## src/rtl/stream_mux2_if.sv

```systemverilog
// Handshake bundle for stream_mux2: two valid/ready producers and one registered output channel.
// slave = the mux side, master = the producer/consumer side.
interface stream_mux2_if #(
    parameter int unsigned DW = 2
);
    logic          in0_valid;
    logic          in0_ready;
    logic [DW-1:0] in0_data;
    logic          in0_last;
    logic          in1_valid;
    logic          in1_ready;
    logic [DW-1:0] in1_data;
    logic          in1_last;
    logic          out_valid;
    logic          out_ready;
    logic [DW-1:0] out_data;
    logic          out_last;
    logic          out_sel;

    modport slave (
        input  in0_valid, in0_data, in0_last,
        input  in1_valid, in1_data, in1_last,
        input  out_ready,
        output in0_ready, in1_ready,
        output out_valid, out_data, out_last, out_sel
    );

    modport master (
        output in0_valid, in0_data, in0_last,
        output in1_valid, in1_data, in1_last,
        output out_ready,
        input  in0_ready, in1_ready,
        input  out_valid, out_data, out_last, out_sel
    );
endinterface

```

## src/rtl/stream_mux2.sv

```systemverilog
// Round-robin 2:1 stream merge into a one-entry output register, tagging each beat with its source.
// Optional packet lock (holds the grant until the granted input's last beat): define STREAM_MUX_LOCK_EN.
module stream_mux2 #(
    parameter int unsigned DW = 2
) (
    input  logic          clk,
    input  logic          rst_n,
    stream_mux2_if.slave  bus
);

`ifdef STREAM_MUX_LOCK_EN
    typedef enum logic [1:0] {
        ST_UNLOCKED = 2'd0,
        ST_LOCKED0  = 2'd1,
        ST_LOCKED1  = 2'd2
    } lock_e;

    lock_e r_lock;
`endif

    logic          r_rr;
    logic          r_out_valid;
    logic [DW-1:0] r_out_data;
    logic          r_out_last;
    logic          r_out_sel;

    logic          w_load_en;
    logic          w_grant;
    logic          w_accept;
    logic [DW-1:0] w_sel_data;
    logic          w_sel_last;

    // Grant: sole valid input wins, ties (and idle) go to the input not served last.
    always_comb begin
        w_grant = ~r_rr;
        if (bus.in0_valid && !bus.in1_valid) begin
            w_grant = 1'b0;
        end else if (bus.in1_valid && !bus.in0_valid) begin
            w_grant = 1'b1;
        end
`ifdef STREAM_MUX_LOCK_EN
        if (r_lock == ST_LOCKED0) begin
            w_grant = 1'b0;
        end else if (r_lock == ST_LOCKED1) begin
            w_grant = 1'b1;
        end
`endif
    end

    assign w_load_en     = !r_out_valid || bus.out_ready;
    assign bus.in0_ready = w_load_en && !w_grant;
    assign bus.in1_ready = w_load_en &&  w_grant;
    assign w_accept      = w_load_en && (w_grant ? bus.in1_valid : bus.in0_valid);
    assign w_sel_data    = w_grant ? bus.in1_data : bus.in0_data;
    assign w_sel_last    = w_grant ? bus.in1_last : bus.in0_last;

    // Output register and round-robin pointer; drain and reload in one cycle keeps full rate.
    always_ff @(posedge clk or negedge rst_n) begin
        if (!rst_n) begin
            r_rr        <= 1'b1;
            r_out_valid <= 1'b0;
            r_out_data  <= '0;
            r_out_last  <= 1'b0;
            r_out_sel   <= 1'b0;
        end else if (w_accept) begin
            r_rr        <= w_grant;
            r_out_valid <= 1'b1;
            r_out_data  <= w_sel_data;
            r_out_last  <= w_sel_last;
            r_out_sel   <= w_grant;
        end else if (r_out_valid && bus.out_ready) begin
            r_out_valid <= 1'b0;
        end
    end

`ifdef STREAM_MUX_LOCK_EN
    // Lock on a non-last accepted beat, release on the locked input's last beat.
    always_ff @(posedge clk or negedge rst_n) begin
        if (!rst_n) begin
            r_lock <= ST_UNLOCKED;
        end else if (w_accept) begin
            case (r_lock)
                ST_UNLOCKED: if (!w_sel_last) r_lock <= w_grant ? ST_LOCKED1 : ST_LOCKED0;
                ST_LOCKED0,
                ST_LOCKED1:  if (w_sel_last)  r_lock <= ST_UNLOCKED;
                default:     r_lock <= ST_UNLOCKED;
            endcase
        end
    end
`endif

    assign bus.out_valid = r_out_valid;
    assign bus.out_data  = r_out_data;
    assign bus.out_last  = r_out_last;
    assign bus.out_sel   = r_out_sel;

endmodule

```

## src/flat_wrapper.sv

```systemverilog
// flat-port wrapper written by rule: the top's interface ports become plain ports
module stream_mux2_flat 
#(
    parameter int unsigned DW = 2
)
  (clk, rst_n, bus_in0_valid, bus_in0_data, bus_in0_last, bus_in1_valid, bus_in1_data, bus_in1_last, bus_out_ready, bus_in0_ready, bus_in1_ready, bus_out_valid, bus_out_data, bus_out_last, bus_out_sel);
  stream_mux2_if #(.DW(DW)) bus_i ();
  input  logic clk;
  input  logic rst_n;
  input wire logic [$bits(bus_i.in0_valid)-1:0] bus_in0_valid;
  input wire logic [$bits(bus_i.in0_data)-1:0] bus_in0_data;
  input wire logic [$bits(bus_i.in0_last)-1:0] bus_in0_last;
  input wire logic [$bits(bus_i.in1_valid)-1:0] bus_in1_valid;
  input wire logic [$bits(bus_i.in1_data)-1:0] bus_in1_data;
  input wire logic [$bits(bus_i.in1_last)-1:0] bus_in1_last;
  input wire logic [$bits(bus_i.out_ready)-1:0] bus_out_ready;
  output wire logic [$bits(bus_i.in0_ready)-1:0] bus_in0_ready;
  output wire logic [$bits(bus_i.in1_ready)-1:0] bus_in1_ready;
  output wire logic [$bits(bus_i.out_valid)-1:0] bus_out_valid;
  output wire logic [$bits(bus_i.out_data)-1:0] bus_out_data;
  output wire logic [$bits(bus_i.out_last)-1:0] bus_out_last;
  output wire logic [$bits(bus_i.out_sel)-1:0] bus_out_sel;
  assign bus_i.in0_valid = bus_in0_valid;
  assign bus_i.in0_data = bus_in0_data;
  assign bus_i.in0_last = bus_in0_last;
  assign bus_i.in1_valid = bus_in1_valid;
  assign bus_i.in1_data = bus_in1_data;
  assign bus_i.in1_last = bus_in1_last;
  assign bus_i.out_ready = bus_out_ready;
  assign bus_in0_ready = bus_i.in0_ready;
  assign bus_in1_ready = bus_i.in1_ready;
  assign bus_out_valid = bus_i.out_valid;
  assign bus_out_data = bus_i.out_data;
  assign bus_out_last = bus_i.out_last;
  assign bus_out_sel = bus_i.out_sel;
  stream_mux2 #(.DW(DW)) u_core (.clk(clk), .rst_n(rst_n), .bus(bus_i));
endmodule
```

## config.mk

```make
export PLATFORM = sky130hd
export DESIGN_NAME = stream_mux2_flat
export DESIGN_NICKNAME = d
export VERILOG_FILES = /design/src/rtl/stream_mux2_if.sv /design/src/rtl/stream_mux2.sv /design/src/flat_wrapper.sv
export SDC_FILE = /design/constraint.sdc
export NUM_CORES = 1
export LEC_CHECK = 0
export ABC_AREA = 1
export CAP_MARGIN = 30
export CELL_PAD_IN_SITES_DETAIL_PLACEMENT = 1
export CELL_PAD_IN_SITES_GLOBAL_PLACEMENT = 2
export CORE_MARGIN = 5
export CORE_UTILIZATION = 16
export DETAILED_ROUTE_END_ITERATION = 12
export PLACE_DENSITY_LB_ADDON = 0.1
export SLEW_MARGIN = 20
export SYNTH_ARGS = -nofsm -noshare
export SYNTH_HDL_FRONTEND = slang
export SYNTH_SLANG_ARGS = --single-unit
```

## constraint.sdc

```tcl
create_clock -name clk -period 1.19 [get_ports clk]
set_clock_uncertainty 0.15 [all_clocks]
set_input_delay 0.119 -clock clk [delete_from_list [all_inputs] [get_ports clk]]
set_output_delay 0.119 -clock clk [all_outputs]
set_load 0.05 [all_outputs]
```

## Yosys cells after proc, flatten, opt, wreduce, memory -nomap -nowiden

Cells that the tools add are included.

- Register bits: 6
- Input port bits: 11
- Output and inout bits: 7
- Word-level logic and storage cells: 25

- Multiplexer cells: 7
- Bitwise logic cells: 1
- Reduce and logical (&&, ||, !) cells: 12

Operators with widths:

| operator | number |
|---|---|
| $logic_and A1 B1 Y1 | 6 |
| $mux W1 | 6 |
| $logic_not A1 Y1 | 4 |
| $mux W2 | 1 |
| $reduce_bool A2 Y1 | 1 |
| $logic_or A1 B1 Y1 | 1 |
| $not A1 Y1 | 1 |

## Longest topological paths before layout

- Depth in word-level cells: 7
- Gate-level depth with buffers: 6
- Depth with buffers taken out: 6

## Worst setup path after synthesis

OpenSTA, ideal clock, no wires.

- Path kind: reg2out
- Start: register u_core.r_out_valid, in the netlist u_core.bus.out_valid
- End: output port bus_in1_ready
- Arrival: 1.520 ns
- Required time: 0.921 ns
- Slack: -0.599 ns
- Stages on the path, launching flop included: 4
- Buffers on the path: 0
- Cell sequence: dfrtp_1 -> inv_1 -> nor2_2 -> a21oi_1

- Longest elaborated chain between the ends: 3

RTL lines:

| what | RTL line | RTL |
|---|---|---|
| from (decl) | stream_mux2.sv:22 | `logic r_out_valid;` |
| from (signal assigned) | stream_mux2.sv:61 | `r_out_valid <= 1'b0;` |
| from (signal assigned) | stream_mux2.sv:67 | `r_out_valid <= 1'b1;` |
| from (signal assigned) | stream_mux2.sv:72 | `r_out_valid <= 1'b0;` |
| $logic_not A1 Y1 | stream_mux2.sv:50 | `assign w_load_en = !r_out_valid \|\| bus.out_ready;` |
| $logic_or A1 B1 Y1 | stream_mux2.sv:50 |  |
| $logic_and A1 B1 Y1 | stream_mux2.sv:52 | `assign bus.in1_ready = w_load_en && w_grant;` |
| to (decl) | flat_wrapper.sv:18 | `output wire logic [$bits(bus_i.in1_ready)-1:0] bus_in1_ready;` |

No other way between the ends.

## Worst setup path after layout

- Start: register u_core.r_rr
- End: output port bus_in1_ready

- Longest elaborated chain between the ends: 4

RTL lines:

| what | RTL line | RTL |
|---|---|---|
| from (decl) | stream_mux2.sv:21 | `logic r_rr;` |
| from (signal assigned) | stream_mux2.sv:66 | `r_rr <= w_grant;` |
| $not A1 Y1 | stream_mux2.sv:35 | `w_grant = ~r_rr;` |
| $mux W1 | stream_mux2.sv:38 | `end else if (bus.in1_valid && !bus.in0_valid) begin` |
| $mux W1 | stream_mux2.sv:36 | `if (bus.in0_valid && !bus.in1_valid) begin` |
| $logic_and A1 B1 Y1 | stream_mux2.sv:52 |  |

No other way between the ends.

==> flow_summary_export.csv <==
group,metric,value,unit
status,status,"complete, but fails checks",
status,violations,"negative setup slack",
logic_synthesis,async_flop_share,1.00,
critical_path,worst-setup-path-type,"reg2out",
flow_run,cap_violations,0,
finish,fin_cells,98,
clock_network,clk_latency,0.24,ns
critical_path,max_stage_delay,0.54,ns
timing,finalCritPeriodShare,1.27,
clock_network,path_clk_slew,0.05,ns
timing,setup_ws,-0.323,ns
global_routing,track_usage,0.0835,
pwr,p_per_area,1270,nW/um^2
placement,port_buffers,17,
timing,rsz0062_at_grt,"yes",
finish,area_growth,135,%
floorplanning,coreArea,1960,sq um
critical_path,rrSetupSlack,-0.14,ns
timing,drv_slew,0,
logic_synthesis,syn_nets,56,
routing,routed_via_density,3.70,
logic_synthesis,synthesis.area,327,sq um
logic_synthesis,netlist-cell-type-count,12,
placement,postPlaceCellArea,638,sq um
placement,dpl.hpwl,830,microns
floorplanning,dieArea,3040,sq um
critical_path,crit_chain,"nand2_2 > nand2_4 > buf_12 > a21oi_4 > buf_12",
clock_network,h-tree-depth,1,
floorplanning,start_util,0.166,
placement,place_inst,90,
routing,vias,363,
pwr,peakVddDrop,419,uV
global_routing,grt_max_degree,7,
clock_network,clockBufferDepth,2,
global_routing,grt_pass1_vias,392,
global_routing,grt_pass1_wl,1730,microns
clock_network,cts_made_buffers,3,
floorplanning,ios,18,
critical_path,endpoint_kind,"primary output",
finish,fin_util,0.391,
finish,multi_input_area,216,sq um
timing,tightest_slew,0.274,ns
logic_synthesis,synth_area_leaders,"dfrtp_1 (38%), nand2_1 (15%), inv_1 (10%)",
logic_synthesis,syn_inst,45,
logic_synthesis,ys_top_cells_by_count,"nand2_1 (13), inv_1 (9), nand3_1 (6)",
critical_path,rr_worst_depth,7,
clock_network,root_buffer,"clkbuf_4",
timing,holdWs,0.374,ns
logic_synthesis,yosys_warnings,0,
logic_synthesis,synth.top_cell.area_share,0.383,
global_routing,antenna_found_initial,0,
finish,drive_gt1_frac,0.465,
routing,dr.pass1.iters,4,
logic_synthesis,yosysMostFrequentCell,"nand2_1",
pwr,p_leak,0.370,nW
finish,ff_latch_area,153,sq um
finish,final_nets,83,
routing,drt-total-wl,996,microns
routing,drt_iter0_markers,2,
worst_hold_path,min_from,"bus_in1_data[0]",
clock_network,cts_tree,"done",
critical_path,cp_common_cell,"buf_12",
clock_network,clock-sinks,6,
logic_synthesis,ys.flop_type,"dfrtp_1",
timing,maxSlewHeadroom,0.817,
floorplanning,row_count,16,
critical_path,slowest_stage,"dfstp_2",
critical_path,critical_path_peak_fanout,2,
routing,drcViolationCount,0,
global_routing,grt_overflow_total,0,
timing,period_minus_slack,1.51,ns
critical_path,arrival,1.24,ns
critical_path,cp-start-kind,"register",
critical_path,r2r-start,"u_core.r_rr$_DFFE_PN1P_",
floorplanning,die_h,55.2,microns
worst_hold_path,hp-class,"in2reg",
critical_path,timing.rr.end,"u_core.bus.out_last$_DFFE_PN0P_",
finish,num-fill-cells,252,
logic_synthesis,synth_top_area_cell,"dfrtp_1",
timing,finalHoldViolCount,0,
logic_synthesis,syn_avg_cell_area,7.26,sq um
finish,stdcell_area,767,sq um
worst_hold_path,hold_end,"u_core.bus.out_data[0]$_DFFE_PN0P_",
critical_path,crit_required,0.92,ns
timing,fmax,661,MHz
finish,insertedDiodeCount,0,
worst_hold_path,holdPathStages,5,
timing,setup_viol,7,
floorplanning,die_w,55.2,microns
logic_synthesis,synth_edf_count,0,
logic_synthesis,ys_ff_latch,6,
placement,globalplace.congestion,0.642,
logic_synthesis,synth_seq_area_share,0.464,
routing,avgRoutedWirePerCell,10.2,microns
routing,ant_nets,0,
state kept, by name (all words and copies together), names as in the netlist:
signal and flops:
u_core.bus.out_data 2, u_core.bus.out_last 1, u_core.bus.out_sel 1, u_core.bus.out_valid 1, u_core.r_rr 1
routing by layer:
metal	GRT usage	up-vias	part of all wire
li1	-	186	-
met1	0.0903	161	0.40
met2	0.132	14	0.48
met3	0.0322	2	0.099
met4	0.0607	0	0.013
met5	0	-	0
where the power goes:
group | internal (W) | switching [W]
sequential | 0.000243 | 0.0000341
clock | 0.000127 | 0.0000751
combinational | 0.000243 | 0.000255
total | 0.000613 | 0.000365
what timing repair did:
| item | CTS | global route |
|---|---|---|
| hold buffers | 1 | 0 |
| setup buffers | 3 | 0 |
| hold endpoints to repair | 5 | 0 |
| endpoints found under the setup margin | 7 | 7 |
| pin swaps | 5 | 3 |
| gates resized for setup | 10 | 4 |
area by class of cell:
class / count / area share
flip-flops and latches: 6 / 0.199
well taps: 27 / 0.0440
clock buffers: 4 / 0.0343
repair buffers: 22 / 0.392
inverters: 10 / 0.0489
multi-input cells: 29 / 0.282
worst max path at each step:
stage                     slack [ns]                                 end                    start  cells past startpoint
after global routing           -0.37                       bus_in0_ready  u_core.r_rr$_DFFE_PN1P_                      5
after floorplan                -0.11                       bus_in0_ready  u_core.r_rr$_DFFE_PN1P_                      4
final                          -0.32                       bus_in1_ready  u_core.r_rr$_DFFE_PN1P_                      5
after CTS                      -0.34                       bus_in1_ready  u_core.r_rr$_DFFE_PN1P_                      5
after detailed placement       -0.26     u_core.bus.out_last$_DFFE_PN0P_            bus_in0_valid                      7
after global placement         -0.23  u_core.bus.out_data[1]$_DFFE_PN0P_            bus_in0_valid                      7
cell usage in the layout (no fill, tap or decap):
cell type	count
dfrtp_1	4
a21oi_4	1
buf_6	2
clkdlybuf4s50_1	10
nand2_1	11
nor2_4	3
nor2_1	1
clkbuf_4	3
nand2_2	1
dfrtp_2	1
o21ai_0	1
clkbuf_1	1
inv_2	2
inv_1	8
dlygate4sd3_1	1
o21ai_1	1
buf_4	1
buf_12	8
nand3_2	6
dfstp_2	1
nand2_4	4
cell families after synthesis:
family	after synthesis	share of synthesized area
flops	6	0.464
compound gates	3	0.0460
simple gates	26	0.376
buf+inv	10	0.115
critical path, delay by kind of cell (launching register included):
kind / cells / cell delay, ns
buffers and inverters: 2 / 0.26
AOI/OAI and AO/OA: 1 / 0.05
DFF: 1 / 0.54
and+or+nand+nor: 2 / 0.16
through the flow:
step | total power (W) | TNS [ns] | setup slack (ns)
3_3_place_gp | 0.000713 | -1.39 | -0.235
2_1_floorplan | 0.000485 | -0.390 | -0.115
6_report | 0.000977 | -1.12 | -0.323
3_5_place_dp | 0.000717 | -1.55 | -0.259
5_1_grt | 0.00104 | -1.48 | -0.372
4_1_cts | 0.000989 | -1.31 | -0.341
(Power assumes the default switching activity.)
